**src/rtl/ram_port_arbiter_if.sv**
```systemverilog
// Requester-side handshake bundle for one arbiter port (CPU or video fetch).
// The requester drives the master side; the arbiter drives the slave side.
interface ram_port_arbiter_if #(
    parameter int ADDR_W = 11,
    parameter int DATA_W = 8
);
    logic              req;
    logic              we;
    logic [ADDR_W-1:0] addr;
    logic [DATA_W-1:0] wdata;
    logic              gnt;
    logic              rvalid;
    logic [DATA_W-1:0] rdata;

    modport master (
        output req, we, addr, wdata,
        input  gnt, rvalid, rdata
    );

    modport slave (
        input  req, we, addr, wdata,
        output gnt, rvalid, rdata
    );
endinterface

```
**src/rtl/ram_port_arbiter.sv**
```systemverilog
// Two-port arbiter in front of a single-port synchronous RAM.
// B (video fetch) normally wins contention, but after MAX_STREAK consecutive
// B grants while A (CPU) waits, A is served. Every access is one ISSUE cycle
// followed by one IDLE cycle; read data returns two cycles after the grant.
module ram_port_arbiter #(
    parameter int ADDR_W     = 11,
    parameter int DATA_W     = 8,
    parameter int MAX_STREAK = 3
) (
    input  logic                  clock,
    input  logic                  reset,
    ram_port_arbiter_if.slave     a_port,
    ram_port_arbiter_if.slave     b_port,
    output logic                  ram_clken,
    output logic                  ram_wren,
    output logic [ADDR_W-1:0]     ram_address,
    output logic [DATA_W-1:0]     ram_data,
    input  logic [DATA_W-1:0]     ram_q
);

    // A zero-width counter is illegal, so MAX_STREAK=0 keeps one bit that never leaves 0.
    localparam int STREAK_W = (MAX_STREAK > 0) ? $clog2(MAX_STREAK + 1) : 1;
    localparam logic [STREAK_W-1:0] STREAK_MAX = STREAK_W'(MAX_STREAK);

    typedef enum logic [1:0] {
        IDLE    = 2'd0,
        ISSUE_A = 2'd1,
        ISSUE_B = 2'd2
    } state_t;

    state_t              state_q,     state_d;
    logic                cmd_we_q,    cmd_we_d;
    logic [ADDR_W-1:0]   cmd_addr_q,  cmd_addr_d;
    logic [DATA_W-1:0]   cmd_wdata_q, cmd_wdata_d;
    logic [STREAK_W-1:0] streak_q,    streak_d;
    logic                a_pend_q,    a_pend_d;
    logic                b_pend_q,    b_pend_d;
    logic                a_rvalid_q,  a_rvalid_d;
    logic                b_rvalid_q,  b_rvalid_d;
    logic [DATA_W-1:0]   a_rdata_q,   a_rdata_d;
    logic [DATA_W-1:0]   b_rdata_q,   b_rdata_d;

    logic a_win;
    logic b_win;

    // A wins when alone, or when B has already had MAX_STREAK turns while A waited.
    assign a_win = a_port.req && (!b_port.req || (streak_q == STREAK_MAX));
    assign b_win = b_port.req && !a_win;

    // Next-state, command capture, streak bookkeeping and read-data capture.
    always_comb begin
        // NOTE: every variable gets a default first so no path leaves it unassigned (no latches).
        state_d     = state_q;
        cmd_we_d    = cmd_we_q;
        cmd_addr_d  = cmd_addr_q;
        cmd_wdata_d = cmd_wdata_q;
        streak_d    = streak_q;
        a_pend_d    = 1'b0;
        b_pend_d    = 1'b0;
        a_rvalid_d  = 1'b0;
        b_rvalid_d  = 1'b0;
        a_rdata_d   = a_rdata_q;
        b_rdata_d   = b_rdata_q;

        case (state_q)
            IDLE: begin
                if (!a_port.req) begin
                    streak_d = '0;
                end
                if (a_win) begin
                    state_d     = ISSUE_A;
                    cmd_we_d    = a_port.we;
                    cmd_addr_d  = a_port.addr;
                    cmd_wdata_d = a_port.wdata;
                    streak_d    = '0;
                end else if (b_win) begin
                    state_d     = ISSUE_B;
                    cmd_we_d    = b_port.we;
                    cmd_addr_d  = b_port.addr;
                    cmd_wdata_d = b_port.wdata;
                    if (a_port.req && (streak_q < STREAK_MAX)) begin
                        streak_d = streak_q + STREAK_W'(1);
                    end
                end
            end
            ISSUE_A: begin
                state_d  = IDLE;
                a_pend_d = !cmd_we_q;
            end
            ISSUE_B: begin
                state_d  = IDLE;
                b_pend_d = !cmd_we_q;
            end
            default: begin
                state_d = IDLE;
            end
        endcase

        // ram_q is valid the cycle after a read issue; the two ports capture independently.
        if (a_pend_q) begin
            a_rdata_d  = ram_q;
            a_rvalid_d = 1'b1;
        end
        if (b_pend_q) begin
            b_rdata_d  = ram_q;
            b_rvalid_d = 1'b1;
        end
    end

    // State and datapath registers; reset overrides every update.
    always_ff @(posedge clock) begin
        if (reset) begin
            state_q     <= IDLE;
            cmd_we_q    <= 1'b0;
            cmd_addr_q  <= '0;
            cmd_wdata_q <= '0;
            streak_q    <= '0;
            a_pend_q    <= 1'b0;
            b_pend_q    <= 1'b0;
            a_rvalid_q  <= 1'b0;
            b_rvalid_q  <= 1'b0;
            a_rdata_q   <= '0;
            b_rdata_q   <= '0;
        end else begin
            // NOTE: non-blocking assignments so every flop samples pre-edge values.
            state_q     <= state_d;
            cmd_we_q    <= cmd_we_d;
            cmd_addr_q  <= cmd_addr_d;
            cmd_wdata_q <= cmd_wdata_d;
            streak_q    <= streak_d;
            a_pend_q    <= a_pend_d;
            b_pend_q    <= b_pend_d;
            a_rvalid_q  <= a_rvalid_d;
            b_rvalid_q  <= b_rvalid_d;
            a_rdata_q   <= a_rdata_d;
            b_rdata_q   <= b_rdata_d;
        end
    end

    // Outputs are flops or decodes of the registered state only.
    assign ram_clken   = (state_q == ISSUE_A) || (state_q == ISSUE_B);
    assign ram_wren    = ram_clken && cmd_we_q;
    assign ram_address = cmd_addr_q;
    assign ram_data    = cmd_wdata_q;

    assign a_port.gnt    = (state_q == ISSUE_A);
    assign b_port.gnt    = (state_q == ISSUE_B);
    assign a_port.rvalid = a_rvalid_q;
    assign b_port.rvalid = b_rvalid_q;
    assign a_port.rdata  = a_rdata_q;
    assign b_port.rdata  = b_rdata_q;

endmodule
```
**src/flat_wrapper.sv**
```systemverilog
// flat-port wrapper written by rule: the top's interface ports become plain ports
module ram_port_arbiter_flat 
#(
    parameter int ADDR_W     = 11,
    parameter int DATA_W     = 8,
    parameter int MAX_STREAK = 3
)
  (clock, reset, ram_clken, ram_wren, ram_address, ram_data, ram_q, a_port_req, a_port_we, a_port_addr, a_port_wdata, a_port_gnt, a_port_rvalid, a_port_rdata, b_port_req, b_port_we, b_port_addr, b_port_wdata, b_port_gnt, b_port_rvalid, b_port_rdata);
  ram_port_arbiter_if #(.ADDR_W(ADDR_W), .DATA_W(DATA_W)) a_port_i ();
  ram_port_arbiter_if #(.ADDR_W(ADDR_W), .DATA_W(DATA_W)) b_port_i ();
  input  logic clock;
  input  logic reset;
  output logic ram_clken;
  output logic ram_wren;
  output logic [ADDR_W-1:0] ram_address;
  output logic [DATA_W-1:0] ram_data;
  input  logic [DATA_W-1:0] ram_q;
  input wire logic [$bits(a_port_i.req)-1:0] a_port_req;
  input wire logic [$bits(a_port_i.we)-1:0] a_port_we;
  input wire logic [$bits(a_port_i.addr)-1:0] a_port_addr;
  input wire logic [$bits(a_port_i.wdata)-1:0] a_port_wdata;
  output wire logic [$bits(a_port_i.gnt)-1:0] a_port_gnt;
  output wire logic [$bits(a_port_i.rvalid)-1:0] a_port_rvalid;
  output wire logic [$bits(a_port_i.rdata)-1:0] a_port_rdata;
  input wire logic [$bits(b_port_i.req)-1:0] b_port_req;
  input wire logic [$bits(b_port_i.we)-1:0] b_port_we;
  input wire logic [$bits(b_port_i.addr)-1:0] b_port_addr;
  input wire logic [$bits(b_port_i.wdata)-1:0] b_port_wdata;
  output wire logic [$bits(b_port_i.gnt)-1:0] b_port_gnt;
  output wire logic [$bits(b_port_i.rvalid)-1:0] b_port_rvalid;
  output wire logic [$bits(b_port_i.rdata)-1:0] b_port_rdata;
  assign a_port_i.req = a_port_req;
  assign a_port_i.we = a_port_we;
  assign a_port_i.addr = a_port_addr;
  assign a_port_i.wdata = a_port_wdata;
  assign a_port_gnt = a_port_i.gnt;
  assign a_port_rvalid = a_port_i.rvalid;
  assign a_port_rdata = a_port_i.rdata;
  assign b_port_i.req = b_port_req;
  assign b_port_i.we = b_port_we;
  assign b_port_i.addr = b_port_addr;
  assign b_port_i.wdata = b_port_wdata;
  assign b_port_gnt = b_port_i.gnt;
  assign b_port_rvalid = b_port_i.rvalid;
  assign b_port_rdata = b_port_i.rdata;
  ram_port_arbiter #(.ADDR_W(ADDR_W), .DATA_W(DATA_W), .MAX_STREAK(MAX_STREAK)) u_core (.clock(clock), .reset(reset), .a_port(a_port_i), .b_port(b_port_i), .ram_clken(ram_clken), .ram_wren(ram_wren), .ram_address(ram_address), .ram_data(ram_data), .ram_q(ram_q));
endmodule
```
**config.mk**
```make
export PLATFORM = sky130hd
export DESIGN_NAME = ram_port_arbiter_flat
export DESIGN_NICKNAME = d
export VERILOG_FILES = /design/src/rtl/ram_port_arbiter_if.sv /design/src/rtl/ram_port_arbiter.sv /design/src/flat_wrapper.sv
export SDC_FILE = /design/constraint.sdc
export NUM_CORES = 1
export LEC_CHECK = 0
export ABC_AREA = 0
export BUFFER_PORTS_ARGS = -buffer_cell sky130_fd_sc_hd__buf_4
export CORE_ASPECT_RATIO = 1.75
export CORE_MARGIN = 2
export CORE_UTILIZATION = 40
export DETAILED_ROUTE_END_ITERATION = 6
export PLACE_DENSITY_LB_ADDON = 0.05
export SETUP_SLACK_MARGIN = 0.02
export SYNTH_ARGS = -nofsm -noshare
export SYNTH_HDL_FRONTEND = slang
export SYNTH_SLANG_ARGS = --single-unit
```
**constraint.sdc**
```tcl
create_clock -name clock -period 1.5 [get_ports clock]
set_input_delay 0.15 -clock clock [delete_from_list [all_inputs] [get_ports clock]]
set_output_delay 0.15 -clock clock [all_outputs]
set_load 0.1 [all_outputs]
```
==> out/results.txt, run 1 <==
Synthesized Nets - 258
Max-capacitance violation count - 0
Setup Skew - 0.00647 ns
Post-CTS Hold Fix Bufs - 0
Outcome - finished, final reports clean
Adder-cell share of the synthesized area - 2.55%
Netlist Area Pre-Place - 1970 sq um
Ports - 93
Clk network pwr share - 23.0%
Die width - 57.0 um
CP Data Arrival Time - 1.26 ns
Antenna cell count - 0
Ys flop type - dfxtp_1
Clock buffer depth - 2
Vias in the first global route - 1858
Core box area - 4710 sq um
Area growth, synth to finish - 47.8%
Synth area leaders - dfxtp_1, a311oi_2, mux2i_1
1st-iter DRT viols - 69
Maximum vdd drop - 1.02 mV
Lkg Pwr - 1.22 nW
Synth top area share - 44.8%
Setup Crit Path Kind - flop to primary output
Largest family of logic cells by synthesized area - compound AO/OA/AOI/OAI gates
Hold endpoint - u_core.a_port.rdata[0]
Minimum clock period - 1.41 ns
Fin Hold WS - 0.101 ns
DR vias/cell - 5.28
Slew Viols, Final - 0
Layout cells sized above 1 - 47.6%
Antenna violations before repair - 0
CTS buffer count - 5
Worst slew margin - 64.7%
Die Height - 96.7 um
Starting Density - 41.8%
EDFF count, synth - 0
Routed wire per std cell - 15.2 um
First-pass GRT wire length - 8.06 mm
Post-Syn Instances - 202
FF-to-FF path depth - 5
Routability cong. - 0.728
Setup violators final - 0
Switching power - 1.27 mW
Worst r2r src - u_core.streak_q[0]
Row count - 33
Final Hold Vio Count - 0
Top delay family on crit path - flip-flops
Largest stage delay, worst path - 0.35 ns
Final layout net count - 345
Via count - 1807
Final setup margin - 0.0915 ns
Comb power frac - 37.0%
Die area - 5510 sq um
WP buf/inv - 2
Antenna-violating nets left - 0
Grt ovf - 0
Avg Cell Area, Syn - 9.73 sq um
Highest clock rate - 710 MHz
WP data required - 1.35 ns
Mux cell area share after synthesis - 8.15%
Async S/R FF share, synth - 0%
R2R Setup Slk - 0.12 ns
Startpoint types - flop
CP max FO - 3
Pint - 1.99 mW
Synth warn - 0
Routed Wire Length - 5.21 mm
Worst skew pair latency - 0.29 ns
# DRC - 0
Hold path depth - 3
CTS tree - yes
Sw frac - 39.0%
Hold Path Origin - ram_q[0]
Cells along the critical path - inv_2 -> ha_4 -> and2_4 -> buf_12
Cell taking the most area after synthesis - dfxtp_1
DRT Pass-1 Iters - 4
Critical R2R Capture - u_core.ram_address[8]
CTS root buffer - clkbuf_8
H-tree levels - 2
Synthesis-stage register bit count - 44
Unrepaired setup endpoints after global routing - true
Hold Crit Class - input pin to flop
Clock Sinks - 44
Sequential share of the synthesized area - 44.8%
Simple-gate share of the synthesized area - 16.5%
Clock slew at reported path FFs - 0.08 ns
Placement Setup Slack - 0.0753 ns
Synth unique cells - 26
CP max stage cell - dfxtp_2
HPWL Detailed - 3.46 mm
Worst slew pin tran - 0.529 ns
Synth Area in XOR/XNOR - 0%
Total power per unit cell area - 1120 nW/um^2
Largest net degree at the start of global routing - 41
Tcrit/Tclk final - 93.9%
Sequential share of power - 40.0%
Synth Area in Compound Gates - 21.5%
Crit. End Element - primary output
Total track usage - 17.9%
Quantity of I/O buffers inserted on ports - 92
==> timing repair <==
action | CTS | global route
setup endpoints to repair | 1 | 22
setup buffers | 0 | 0
pin swaps | 0 | 1
endpoints found under the hold margin | 0 | 0
gates resized for setup | 3 | 9
gates cloned | 0 | 3
==> cell type report <==
type                    count  area (sq um)
repair buffers            100           866
clock buffers               6          82.6
inverters                   3          11.3
clock inverters             2          10.0
fillers                   435          1800
flip-flops and latches     44           885
well taps                  52          65.1
multi-input cells         135           986
==> routing by layer <==
layer | up-vias | part of all wire (%) | global-route usage (%)
li1 | 894 | - | -
met1 | 846 | 37 | 18.5
met2 | 61 | 55 | 33.1
met3 | 6 | 6.3 | 5.35
met4 | 0 | 1.4 | 5.90
met5 | - | 0 | 0
==> synth_stat cells (2+ instances only) <==
library cell	number
o21ai_1	18
dfxtp_1	44
a21oi_1	2
mux2i_1	16
buf_4	6
ha_1	4
nand2b_1	4
nor3b_1	2
a311oi_2	18
nand3_1	20
nor2_1	38
buf_2	9
clkbuf_1	4
o21ai_0	2
inv_1	2
nor2b_1	2
a311oi_1	2
==> worst min-delay path: stages <==
cell and delay (ns):
buf_4 0.08, mux2i_1 0.05, nor2_1 0.07
==> state kept, by name, summed over array words and instances (netlist names) <==
signal                flops
u_core.ram_address       11
u_core.a_port.rdata       8
u_core.b_port.rdata       8
u_core.ram_data           8
u_core.state_q            2
u_core.streak_q           2
u_core.a_pend_q           1
u_core.a_port.rvalid      1
u_core.b_pend_q           1
u_core.b_port.rvalid      1
u_core.cmd_we_q           1
==> placed cells by master, fill, tap and decap left out, types with 3 or more instances in the layout <==
| master | Yosys | final |
|---|---|---|
| dfxtp_2 | 0 | 3 |
| nor2_1 | 38 | 38 |
| inv_2 | 1 | 3 |
| o21ai_1 | 18 | 18 |
| buf_12 | 0 | 5 |
| clkbuf_8 | 0 | 6 |
| dfxtp_1 | 44 | 41 |
| a311oi_2 | 18 | 18 |
| mux2i_1 | 16 | 16 |
| buf_4 | 6 | 92 |
| nand3_1 | 20 | 20 |
| nand2b_1 | 4 | 4 |
| clkbuf_16 | 0 | 3 |
==> logic make-up (layout without fill, tap and decap cells) <==
group	after synthesis	after routing
AO/OA/AOI/OAI	45	45
adder cells (fa/ha/maj)	4	4
buffers and inverters	23	111
flip-flops	44	44
multiplexers	16	16
AND/OR/NAND/NOR	70	70
==> how the worst max path moves through the flow <==
| stage | start | endpoint | slack, ns | cells past startpoint |
|---|---|---|---|---|
| after floorplan | u_core.state_q[1] | u_core.a_pend_q | -0.02 | 3 |
| after global placement | u_core.state_q[0] | u_core.ram_data[2] | 0.12 | 6 |
| after detailed placement | u_core.state_q[0] | u_core.ram_address[10] | 0.08 | 6 |
| after CTS | u_core.state_q[1] | ram_wren | 0.02 | 4 |
| after global routing | u_core.streak_q[0] | u_core.ram_address[5] | 0.02 | 5 |
| final | u_core.state_q[1] | ram_wren | 0.09 | 4 |
==> metrics by stage <==
step,setup TNS [ns],instances,area (sq um),power [mW],utilization (%)
detailed placement,0,331,2710,2.49,57.6
global route,0,342,2910,3.40,61.7
finish,0,342,2910,3.25,61.7
floorplan,-0.0194,202,1980,2.20,-
CTS,0,339,2820,3.25,59.8
global placement,0,331,2710,2.48,57.6
==> power by group through the flow <==
| stage | clock network, mW | logic (mW) | registers (mW) |
|---|---|---|---|
| floorplan | 0 | 0.389 | 1.81 |
| global placement | 0 | 1.15 | 1.33 |
| detailed placement | 0 | 1.16 | 1.33 |
| CTS | 0.785 | 1.17 | 1.30 |
| global route | 0.829 | 1.26 | 1.31 |
| finish | 0.749 | 1.20 | 1.30 |
Note: power is estimated with default switching activity, not from simulation.
==> run 2: changes to the inputs <==
REMOVE_ABC_BUFFERS = 1   (was not set)
==> run 2 against run 1 <==
  * Clock skew shrank 0.0038 ns
  * Routed wire length shrank 7.8%
  * Flip-flop and latch count is the same
  * Worst setup slack gained 0.0022 ns
  * Sequential power is essentially flat
  * Largest cell class unchanged
  * Highest routed layer unchanged
==> out/results.txt, run 2 (synthesized netlist as in run 1, its figures left out) <==
Clock slew at reported path FFs - 0.07 ns
CTS root buffer - clkbuf_8
Most frequent cells in the layout - buf_4, dfxtp_1, nor2_1, nand3_1
WP buf/inv - 2
CP max FO - 3
Core Util, Final - 60.4%
Antenna violations before repair - 0
Tcrit/Tclk final - 93.8%
Minimum clock period - 1.41 ns
Total track usage - 18.4%
Largest stage delay, worst path - 0.34 ns
Worst skew pair latency - 0.29 ns
Setup Skew - 0.00270 ns
Routability cong. - 0.678
Outcome - finished, final reports clean
Maximum vdd drop - 0.602 mV
Setup Crit Path Kind - flop to primary output
HPWL Detailed - 3.54 mm
Die area - 5510 sq um
Final layout net count - 348
Routed Wire Length - 4.80 mm
Lkg Pwr - 1.20 nW
Setup violators final - 0
1st-iter DRT viols - 29
Detail Route met3 WL - 305 um
Starting Density - 41.8%
Grt ovf - 0
First-pass GRT wire length - 8.25 mm
DRT Pass-1 Iters - 6
Cells along the critical path - inv_2 -> ha_4 -> and2_4 -> buf_12
Highest clock rate - 711 MHz
CTS buffer count - 5
Cells after DPL - 336
R2R Setup Slk - 0.14 ns
Post-route setup TNS - 0 ns
Post-CTS Hold Fix Bufs - 0
DRT met1 WL - 1.81 mm
Met2 wire length - 2.60 mm
Slew Viols, Final - 0
Layout cells sized above 1 - 46.2%
Top delay family on crit path - flip-flops
Hold Crit Class - input pin to flop
Placement Setup Slack - 0.109 ns
Vias in the first global route - 1893
Antenna cell count - 0
Worst slew pin tran - 0.532 ns
Via count - 1806
Final Hold Vio Count - 0
Die Height - 96.7 um
H-tree levels - 2
Startpoint types - flop
Antenna-violating nets left - 0
Ports - 93
# DRC - 0
Worst slew margin - 64.5%
DR top layer - met4
Quantity of I/O buffers inserted on ports - 92
Clock Sinks - 44
Die width - 57.0 um
DR vias/cell - 5.25
Largest net degree at the start of global routing - 38
Final setup margin - 0.0937 ns
Clock buffer depth - 2
Total power per unit cell area - 1110 nW/um^2
CP max stage cell - dfxtp_2
CTS tree - yes
Core box area - 4710 sq um
CP Data Arrival Time - 1.26 ns
Routed wire per std cell - 14.0 um
Unrepaired setup endpoints after global routing - false
Max reg flops - 11
Area growth, synth to finish - 44.7%
Commonest non-fill, non-tap cell in the layout - buf_4
Non-Filler Instances - 344
Max-capacitance violation count - 0
Row count - 33
WP data required - 1.35 ns
Crit. End Element - primary output
==> run 2: cell types whose count changed in the layout (fill, tap and decap cells not counted), sizes merged <==
cell,previous run,this run
buf,97,103
clkbuf,9,6
clkinv,2,1
==> run 2: final timing paths <==
check	startpoint	to	cells after the start
worst max-delay path	u_core.state_q[1]	ram_wren	4
worst min-delay path	ram_q[5]	u_core.a_port.rdata[5]	3
worst max register to register	u_core.streak_q[0]	u_core.ram_address[6]	5
worst min register to register	u_core.streak_q[1]	u_core.streak_q[1]	2
==> run 2: report_power, final <==
group	internal, mW	leakage [nW]	total [mW]	switching (mW)
registers	1.25	0.362	1.30	0.0522
logic	0.356	0.800	1.18	0.824
clock network	0.316	0.0410	0.673	0.357
total	1.92	1.20	3.15	1.23
==> run 2: layout make-up <==
class                           instances  area, sq um
Clock buffer                            6         72.6
Clock inverter                          1         5.00
Fill cell                             459         1860
Inverter                                3         11.3
Multi-Input combinational cell        135          972
Sequential cell                        44          883
Tap cell                               52         65.1
Timing Repair Buffer                  103          836
==> run 2: worst min-delay path, stage by stage <==
cell,delay (ns)
buf_4,0.08
mux2i_1,0.06
nor2_1,0.07
==> run 2: per-layer routing <==
metal,GRT usage (%),up-vias
met4,6.62,0
li1,-,903
met1,18.8,826
met3,4.95,8
met2,34.4,69
met5,0,-
==> run 2: what timing repair did <==
action | CTS | global route
pin swaps | 0 | 0
resized for setup | 6 | 3
setup endpoints to repair | 2 | 2
setup buffers | 0 | 1
==> run 2: per-stage QoR <==
step | instance area (sq um) | hold WS [ns] | power, mW
after detailed placement | 2730 | 0.404 | 2.50
final | 2850 | 0.108 | 3.15
after CTS | 2840 | 0.101 | 3.19
after global routing | 2850 | 0.103 | 3.31
after floorplan | 1850 | 0.218 | 2.13
after global placement | 2730 | 0.401 | 2.49
==> run 3: changes to the inputs <==
clock period = 1.28 ns   (was 1.5 ns; I/O delays follow)
==> run 3 against run 2 <==
  * The flow now finishes with violations (setup timing)
  * Clock skew grew 0.0039 ns
  * Flip-flop and latch count is the same
  * Routed wire length grew 22%
  * Highest routed layer unchanged
  * Cell count grew 9.0%
  * Clock power grew 35%
  * Combinational power grew 45%
  * Critical endpoint unchanged
  * Worst setup slack lost 0.19 ns
  * Largest power group is now combinational logic
==> out/results.txt, run 3 (synthesized netlist as in run 1, its figures left out) <==
Layout cells sized above 1 - 61.6%
CTS tree - yes
Die Height - 96.7 um
Total track usage - 21.1%
WP data required - 1.15 ns
Core Util, Final - 72.9%
First-pass GRT wire length - 9.32 mm
Outcome - finished with violations
Slew Viols, Final - 0
Tcrit/Tclk final - 108%
Post-route setup TNS - -0.818 ns
Maximum vdd drop - 0.881 mV
1st-iter DRT viols - 31
Sw frac - 39.0%
Area growth, synth to finish - 74.7%
Quantity of I/O buffers inserted on ports - 92
Routed wire per std cell - 15.6 um
Final setup margin - -0.101 ns
Row count - 33
Final Hold Vio Count - 0
Clk network pwr share - 21.9%
H-tree levels - 2
Vias in the first global route - 1941
Antenna cell count - 0
Violations in the final reports - setup timing
Most frequent cells in the layout - buf_4, dfxtp_1, nor2_1, a311oi_2, nand3_1
Finished Cell Area - 3430 sq um
Max-capacitance violation count - 0
Ports - 93
Antenna-violating nets left - 0
Commonest non-fill, non-tap cell in the layout - buf_4
CTS buffer count - 5
DR vias/cell - 5.20
Startpoint types - flop
Via count - 1949
Hold Crit Class - input pin to flop
Grt ovf - 0
Total power per unit cell area - 1210 nW/um^2
Setup violators final - 23
Clock buffer depth - 2
Core box area - 4710 sq um
R2R Setup Slk - -0.07 ns
Die area - 5510 sq um
Comb power frac - 41.3%
Die width - 57.0 um
Routed Wire Length - 5.85 mm
Pint - 2.53 mW
CP max FO - 2
Worst skew pair latency - 0.30 ns
Post-DP Area - 2830 sq um
HPWL Detailed - 3.71 mm
Final layout net count - 378
CTS root buffer - clkbuf_8
Crit. End Element - primary output
Unrepaired setup endpoints after global routing - true
Lkg Pwr - 1.45 nW
Starting Density - 41.8%
Minimum clock period - 1.38 ns
Setup Crit Path Kind - flop to primary output
Switching power - 1.62 mW
Largest net degree at the start of global routing - 24
Antenna violations before repair - 0
CP Data Arrival Time - 1.25 ns
Highest clock rate - 724 MHz
DRT Pass-1 Iters - 4
Worst slew pin tran - 0.527 ns
Worst slew margin - 64.8%
Setup Skew - 0.00665 ns
Routability cong. - 0.720
# DRC - 0
Placement Setup Slack - -0.0737 ns
Max reg flops - 11
Sequential share of power - 36.8%
Clock slew at reported path FFs - 0.08 ns
Clock Sinks - 44
==> run 3: cell types whose count changed in the layout (fill, tap and decap cells not counted), sizes merged <==
cell | previous run | this run
clkinv | 1 | 2
clkbuf | 6 | 9
buf | 103 | 130
==> run 3: routing by layer <==
layer | up-vias | GRT usage [%] | part of all wire [%]
li1 | 963 | - | -
met2 | 73 | 38.1 | 56
met4 | 0 | 6.98 | 1.3
met1 | 908 | 23.7 | 37
met3 | 5 | 4.81 | 5.7
met5 | - | 0 | 0
==> run 3: repair_timing <==
action	in CTS	in global routing
hold buffers	0	0
pin swaps	12	19
setup buffers	6	7
endpoints found under the hold margin	0	0
resized for setup	46	34
endpoints found under the setup margin	24	27
cloned	3	3
==> run 3: power by group through the flow <==
stage | registers (mW) | clock network (mW) | logic (mW)
after floorplan | 2.13 | 0 | 0.363
after global placement | 1.54 | 0 | 1.42
after detailed placement | 1.55 | 0 | 1.43
after CTS | 1.52 | 0.926 | 1.58
after global routing | 1.54 | 0.994 | 1.79
final | 1.53 | 0.909 | 1.71
==> run 3: cell type report <==
cell class | count | area (sq um)
Multi-Input combinational cell | 135 | 1140
Clock inverter | 2 | 10.0
Fill cell | 363 | 1270
Clock buffer | 6 | 82.6
Tap cell | 52 | 65.1
Timing Repair Buffer | 133 | 1230
Sequential cell | 44 | 886
Inverter | 3 | 11.3
==> run 3: per-stage QoR <==
stage	power, mW	std cells	hold WS, ns
after detailed placement	2.98	351	0.384
final	4.15	375	0.0733
after global routing	4.33	375	0.0767
after floorplan	2.50	182	0.196
after CTS	4.02	367	0.0671
after global placement	2.97	351	0.378
==> run 3: worst paths after layout <==
path | to | start | cells after the start
setup / recovery | ram_wren | u_core.state_q[1] | 4
setup reg to reg | u_core.ram_address[6] | u_core.streak_q[0] | 5
hold reg to reg | u_core.b_port.rdata[6] | u_core.b_port.rdata[6] | 2
hold / removal | u_core.b_port.rdata[6] | ram_q[6] | 3
==> run 3: critical path, cell delays in order (launching register included) <==
cell,delay (ns)
dfxtp_2,0.34
inv_2,0.05
ha_4,0.26
and2_4,0.14
buf_12,0.16
